===== src/rtl/prog_fetch_if.sv =====
// prog_fetch_if
//   Bundles the decode-side controls and the fetch-side results of the
//   program-counter / fetch controller.
//   master : the decode/driver side. It drives program select, stall and the
//            decode controls, and observes pc/fetch_valid/done/instr_cnt.
//   slave  : the fetch controller itself.
//   Signals:
//     pMux        program select (chooses one of four entry points)
//     stall       hold PC and state this cycle
//     halt        current instruction is HALT
//     jump_en     absolute jump, target in jump_tgt
//     br_taken    relative branch taken, signed offset in br_off
//     pc          instruction ROM address
//     fetch_valid pc addresses a live instruction
//     done        program finished (sticky until program select changes)
//     instr_cnt   instructions retired since program start (saturating)
interface prog_fetch_if #(
    parameter int PC_W  = 10,
    parameter int OFF_W = 8,
    parameter int CNT_W = 16
);
    logic [1:0]              pMux;
    logic                    stall;
    logic                    halt;
    logic                    jump_en;
    logic [PC_W-1:0]         jump_tgt;
    logic                    br_taken;
    logic signed [OFF_W-1:0] br_off;

    logic [PC_W-1:0]         pc;
    logic                    fetch_valid;
    logic                    done;
    logic [CNT_W-1:0]        instr_cnt;

    modport master (
        output pMux, stall, halt, jump_en, jump_tgt, br_taken, br_off,
        input  pc, fetch_valid, done, instr_cnt
    );

    modport slave (
        input  pMux, stall, halt, jump_en, jump_tgt, br_taken, br_off,
        output pc, fetch_valid, done, instr_cnt
    );
endinterface


===== src/rtl/prog_fetch_ctrl.sv =====
// prog_fetch_ctrl
//   Program-counter / fetch controller for the single-cycle core. On leaving
//   IDLE it loads one of four entry points selected by pMux, then steps the PC
//   into the instruction ROM, applying absolute jumps and signed relative
//   branches from decode. A HALT instruction moves it to DONE, where done is
//   held until the program select changes, which restarts through IDLE.
//   Ports:
//     clk    rising-edge core clock
//     reset  asynchronous, active-high; returns every register to its idle value
//     bus    prog_fetch_if.slave (decode controls in; pc, fetch_valid, done,
//            instr_cnt out -- all outputs are registered)
module prog_fetch_ctrl #(
    parameter int PC_W   = 10,
    parameter int OFF_W  = 8,
    parameter int START0 = 0,
    parameter int START1 = 128,
    parameter int START2 = 256,
    parameter int START3 = 384,
    parameter int CNT_W  = 16
) (
    input logic         clk,
    input logic         reset,
    prog_fetch_if.slave bus
);

    typedef enum logic [1:0] {
        ST_IDLE = 2'd0,
        ST_RUN  = 2'd1,
        ST_DONE = 2'd2
    } state_t;

    state_t           state_q, state_d;
    logic [PC_W-1:0]  pc_q, pc_d;
    logic             fetch_valid_q, fetch_valid_d;
    logic             done_q, done_d;
    logic [CNT_W-1:0] instr_cnt_q, instr_cnt_d;
    logic [1:0]       pmux_q, pmux_d;

    // Entry point for a given program select.
    function automatic logic [PC_W-1:0] start_pc(input logic [1:0] sel);
        logic [PC_W-1:0] r;
        case (sel)
            2'b00:   r = PC_W'(START0);
            2'b01:   r = PC_W'(START1);
            2'b10:   r = PC_W'(START2);
            default: r = PC_W'(START3);
        endcase
        return r;
    endfunction

    // Relative branch: the offset is sign-extended to PC width, and the sum is
    // truncated to PC_W bits so both forward and backward overflow wrap.
    function automatic logic [PC_W-1:0] branch_target(
        input logic [PC_W-1:0]         base,
        input logic signed [OFF_W-1:0] off
    );
        logic signed [PC_W-1:0] off_ext;
        off_ext = PC_W'(off);
        return base + off_ext;
    endfunction

    // Retired-instruction counter sticks at all-ones instead of wrapping.
    function automatic logic [CNT_W-1:0] sat_inc(input logic [CNT_W-1:0] cnt);
        return (cnt == {CNT_W{1'b1}}) ? cnt : cnt + 1'b1;
    endfunction

    // State and output registers
    always_ff @(posedge clk or posedge reset) begin
        if (reset) begin
            state_q       <= ST_IDLE;
            pc_q          <= '0;
            fetch_valid_q <= 1'b0;
            done_q        <= 1'b0;
            instr_cnt_q   <= '0;
            pmux_q        <= 2'b00;
        end else begin
            state_q       <= state_d;
            pc_q          <= pc_d;
            fetch_valid_q <= fetch_valid_d;
            done_q        <= done_d;
            instr_cnt_q   <= instr_cnt_d;
            pmux_q        <= pmux_d;
        end
    end

    // Next-state logic
    always_comb begin
        state_d = state_q;
        case (state_q)
            ST_IDLE: state_d = ST_RUN;
            ST_RUN: begin
                if (!bus.stall && bus.halt) begin
                    state_d = ST_DONE;
                end
            end
            ST_DONE: begin
                // A new program select leaves DONE; the same one parks here.
                if (bus.pMux != pmux_q) begin
                    state_d = ST_IDLE;
                end
            end
            default: state_d = ST_IDLE;
        endcase
    end

    // Next register values for the PC, flags and counter
    always_comb begin
        pc_d          = pc_q;
        fetch_valid_d = fetch_valid_q;
        done_d        = done_q;
        instr_cnt_d   = instr_cnt_q;
        pmux_d        = pmux_q;
        case (state_q)
            ST_IDLE: begin
                // Stall is deliberately not consulted: IDLE lasts one cycle.
                pc_d          = start_pc(bus.pMux);
                pmux_d        = bus.pMux;
                fetch_valid_d = 1'b1;
                done_d        = 1'b0;
                instr_cnt_d   = '0;
            end
            ST_RUN: begin
                if (!bus.stall) begin
                    instr_cnt_d = sat_inc(instr_cnt_q);
                    if (bus.halt) begin
                        // PC stays on the HALT instruction.
                        done_d        = 1'b1;
                        fetch_valid_d = 1'b0;
                    end else if (bus.jump_en) begin
                        pc_d = bus.jump_tgt;
                    end else if (bus.br_taken) begin
                        pc_d = branch_target(pc_q, bus.br_off);
                    end else begin
                        pc_d = pc_q + 1'b1;
                    end
                end
            end
            ST_DONE: begin
                fetch_valid_d = 1'b0;
                if (bus.pMux != pmux_q) begin
                    done_d = 1'b0;
                end
            end
            default: begin
                fetch_valid_d = 1'b0;
                done_d        = 1'b0;
            end
        endcase
    end

    assign bus.pc          = pc_q;
    assign bus.fetch_valid = fetch_valid_q;
    assign bus.done        = done_q;
    assign bus.instr_cnt   = instr_cnt_q;

endmodule


===== src/flat_wrapper.sv =====
// flat-port wrapper written by rule: the top's interface ports become plain ports
module prog_fetch_ctrl_flat 
#(
    parameter int PC_W   = 10,
    parameter int OFF_W  = 8,
    parameter int START0 = 0,
    parameter int START1 = 128,
    parameter int START2 = 256,
    parameter int START3 = 384,
    parameter int CNT_W  = 16
)
  (clk, reset, bus_pMux, bus_stall, bus_halt, bus_jump_en, bus_jump_tgt, bus_br_taken, bus_br_off, bus_pc, bus_fetch_valid, bus_done, bus_instr_cnt);
  prog_fetch_if #(.PC_W(PC_W), .OFF_W(OFF_W), .CNT_W(CNT_W)) bus_i ();
  input logic clk;
  input logic reset;
  input wire logic [$bits(bus_i.pMux)-1:0] bus_pMux;
  input wire logic [$bits(bus_i.stall)-1:0] bus_stall;
  input wire logic [$bits(bus_i.halt)-1:0] bus_halt;
  input wire logic [$bits(bus_i.jump_en)-1:0] bus_jump_en;
  input wire logic [$bits(bus_i.jump_tgt)-1:0] bus_jump_tgt;
  input wire logic [$bits(bus_i.br_taken)-1:0] bus_br_taken;
  input wire logic [$bits(bus_i.br_off)-1:0] bus_br_off;
  output wire logic [$bits(bus_i.pc)-1:0] bus_pc;
  output wire logic [$bits(bus_i.fetch_valid)-1:0] bus_fetch_valid;
  output wire logic [$bits(bus_i.done)-1:0] bus_done;
  output wire logic [$bits(bus_i.instr_cnt)-1:0] bus_instr_cnt;
  assign bus_i.pMux = bus_pMux;
  assign bus_i.stall = bus_stall;
  assign bus_i.halt = bus_halt;
  assign bus_i.jump_en = bus_jump_en;
  assign bus_i.jump_tgt = bus_jump_tgt;
  assign bus_i.br_taken = bus_br_taken;
  assign bus_i.br_off = bus_br_off;
  assign bus_pc = bus_i.pc;
  assign bus_fetch_valid = bus_i.fetch_valid;
  assign bus_done = bus_i.done;
  assign bus_instr_cnt = bus_i.instr_cnt;
  prog_fetch_ctrl #(.PC_W(PC_W), .OFF_W(OFF_W), .START0(START0), .START1(START1), .START2(START2), .START3(START3), .CNT_W(CNT_W)) u_core (.clk(clk), .reset(reset), .bus(bus_i));
endmodule

===== config.mk =====
export PLATFORM = sky130hd
export DESIGN_NAME = prog_fetch_ctrl_flat
export DESIGN_NICKNAME = d
export VERILOG_FILES = /design/src/rtl/prog_fetch_if.sv /design/src/rtl/prog_fetch_ctrl.sv /design/src/flat_wrapper.sv
export SDC_FILE = /design/constraint.sdc
export NUM_CORES = 1
export LEC_CHECK = 0
export ABC_AREA = 1
export BUFFER_PORTS_ARGS = -buffer_cell sky130_fd_sc_hd__clkbuf_2
export CORE_ASPECT_RATIO = 2
export CORE_MARGIN = 3
export CORE_UTILIZATION = 30
export CTS_CLUSTER_DIAMETER = 100
export CTS_CLUSTER_SIZE = 20
export DETAILED_ROUTE_END_ITERATION = 8
export PLACE_DENSITY_LB_ADDON = 0.3
export REMOVE_ABC_BUFFERS = 1
export SYNTH_ARGS = -nofsm -noshare
export SYNTH_HDL_FRONTEND = slang
export SYNTH_SLANG_ARGS = --single-unit

===== constraint.sdc =====
create_clock -name clk -period 2.1 [get_ports clk]
set_clock_uncertainty 0.15 [all_clocks]
set_input_delay 0.315 -clock clk [delete_from_list [all_inputs] [get_ports clk]]
set_output_delay 0.315 -clock clk [all_outputs]
set_load 0.05 [all_outputs]

==> out/summary.txt <==
Slew @ Worst Pin = 0.551 ns
Largest net degree at the start of global routing = 33
Residual DRC = 0
Post-synthesis sequential area ratio = 33.9%
Seq cells post-synth = 32
Hold Slack = 0.148 ns
Final #Nets = 457
Vias in the first global route = 2478
Largest area contributor in the netlist = dfrtp_1
Critical path type = reg2reg
Global-route wire length before repair = 11200 um
Worst-skew pair later-pin latency = 0.28 ns
Vias after detailed routing = 2404
Die width = 68.7 um
Data required, critical path = 2.11 ns
WP data arrival = 1.97 ns
Max Clk Rate = 0.511 GHz
Sw frac = 43.0%
IO Pins = 54
Dpl hpwl = 5440 um
YS warnings = 0
WL/cell = 13.2 um
H-tree Lvls = 2
Full die area = 9040 um2
Placer congestion estimate = 0.854
CTS max path bufs = 2
Reg clk slew, reported paths = 0.06 ns
Pwr/cell area = 1010 nW/um2
Cell row count = 45
RR Endpoint = u_core.bus.pc[6]
Buffers on Ports = 53
Die height = 131 um
Routed Antenna Nets = 0
Reg2reg path depth = 10
Comb pwr share = 44.2%
Critical Path Source = u_core.bus.pc[0]
Internal cell power = 1.72 mW
Status = completed
R2R setup slack = 0.14 ns
DRT Wirelength = 6790 um
Worst vdd ir = 0.556 mV
Synth top area share = 33.9%
EDFF count, synth = 0
Mapped Area = 2360 um2
Final setup fails = 0
Synth area leaders = dfrtp_1 34%, nand2_1 18%, inv_1 7.5%
CORE AREA = 7600 um2
Starting density of the core = 31.1%
End of the critical path = u_core.bus.pc[6]
Total Routing Usage GR = 16.4%
Ys async rst share = 100%
CTS sink count = 32
Critical path peak fanout = 3
P&R area growth vs syn = 27.0%
Initial antenna violation count = 0
Synth Flop Type = dfrtp_1
Slew HR = 63.0%
Cell count after synthesis = 352
Commonest cells post-synth = 116 x nand2_1, 47 x inv_1, 39 x nor2_1
Post-route minimum period = 1.96 ns
Final Max Slew Viols = 0
Most common cell in the synthesized netlist = nand2_1
Path type of the worst min-delay path = in2reg
Distinct cell type count after synthesis = 32
Sw power = 1.30 mW
Worst R2R Start = u_core.bus.pc[0]
Average footprint of a synthesized cell = 6.71 um2
Antenna diodes = 0
LEAKAGE = 1.63 nW
Vias per inst = 4.67
Drt first pass iters = 4
Setup TNS = 0 ns
Gr ovfl total = 0
Worst setup SP type = flip-flop
Hold Vio Cnt, Final = 0
Crit end category = flip-flop
Post-CTS setup buffers = 0
Initial drt markers = 125
Max Cap Viol = 0
Share of cells above drive strength 1 = 20.7%
CTS tree = built
Clock power share = 27.5%
CTS Buf Count = 5
RSZ-0062 raised after global routing = false
Sequential Power Share = 28.3%
Period utilisation layout = 93.1%
Clk root buf = clkbuf_16
## stage by stage
step / worst slack, ns / utilization [%] / area (um2) / cells / power (mW)
6_report: 0.145 / 39.5 / 3000 / 515 / 3.02
5_1_grt: 0.00301 / 39.5 / 3000 / 515 / 3.22
4_1_cts: 0.0766 / 39.4 / 2990 / 515 / 3.06
3_5_place_dp: -0.0831 / 37.1 / 2820 / 506 / 2.21
3_3_place_gp: -0.0428 / 37.1 / 2820 / 506 / 2.19
2_1_floorplan: -0.0569 / - / 2320 / 345 / 1.77
## logic make-up after synthesis
logic type | Yosys count | synth area share (%)
muxes | 2 | 0.848
AOI/OAI and AO/OA | 39 | 9.49
xor gates and xnor gates | 9 | 3.34
DFF | 32 | 33.9
adders and majority gates | 11 | 6.15
and+or+nand+nor | 203 | 36.7
buffers and inverters | 56 | 9.54
## layout by cell type (no fill, tap or decap)
master,instances
nand2_4,1
nand2_1,115
nand3b_1,2
nor2_4,1
ha_1,10
o21ai_1,3
clkbuf_16,5
nand4_1,8
a21oi_1,10
o2111ai_1,1
and2_1,1
a21oi_4,1
nand3_1,24
nor3_4,1
inv_2,2
nor2_1,39
o21bai_1,2
dfrtp_1,32
a31oi_1,1
xor2_1,6
clkbuf_2,53
fa_2,1
buf_4,13
or2_2,1
nor4_1,1
dlygate4sd3_1,1
o21ai_2,1
nand2_2,3
xnor2_1,3
nor3_1,6
bufinv_16,1
mux2i_1,2
clkbuf_1,1
buf_12,1
inv_1,47
clkinv_2,1
o21ai_0,19
a31o_2,1
## layer usage
metal	vias to the layer above	GRT usage [%]	share of wire [%]
li1	1249	-	-
met1	1095	15.1	35
met2	50	32.4	59
met3	10	2.14	2.9
met4	0	6.95	2.4
met5	-	0	0
## how the worst min path moves through the flow
stage | start | endpoint | slack (ns) | cells past startpoint
2_1_floorplan | reset | u_core.bus.done | 0.28 | 1
3_3_place_gp | reset | u_core.bus.instr_cnt[2] | 0.28 | 3
3_5_place_dp | reset | u_core.bus.instr_cnt[2] | 0.28 | 3
4_1_cts | bus_halt | u_core.state_q[0] | 0.14 | 2
5_1_grt | bus_halt | u_core.state_q[0] | 0.17 | 2
6_report | bus_halt | u_core.state_q[0] | 0.15 | 2
## final cells by class
class                      instances  area (um2)
timing repair buffer              68         393
sequential                        32         801
clock inverter                     2        35.0
clock buffer                       6         129
multi-input combinational        264        1340
fill                             842        4600
inverter                          49         184
tap                               94         118
## registers in the layout, summed over array words and instances (netlist names)
| register | flops |
|---|---|
| u_core.bus.done | 1 |
| u_core.bus.fetch_valid | 1 |
| u_core.bus.instr_cnt | 16 |
| u_core.bus.pc | 10 |
| u_core.pmux_q | 2 |
| u_core.state_q | 2 |
## power groups by stage
stage	logic (mW)	clock network (mW)	registers, mW
CTS	1.35	0.860	0.857
global route	1.47	0.878	0.871
detailed placement	1.34	0	0.867
finish	1.33	0.830	0.853
floorplan	0.564	0	1.21
global placement	1.33	0	0.866
## critical path, stage by stage, from the launching register on
cell and delay [ns]:
dfrtp_1 0.40, ha_1 0.24, fa_2 0.36, nand3_1 0.14
nand2_2 0.08, nand3_1 0.07, nand2_1 0.06, nand2_1 0.06
nand2_1 0.05, o21ai_0 0.16, nand2_1 0.07
## what timing repair did
action / CTS / global route
hold endpoints to repair: 32 / 0
resized for setup: 0 / 2
endpoints found under the setup margin: 0 / 2
hold buffers: 1 / 0
Note: power is estimated with default switching activity, not from simulation.
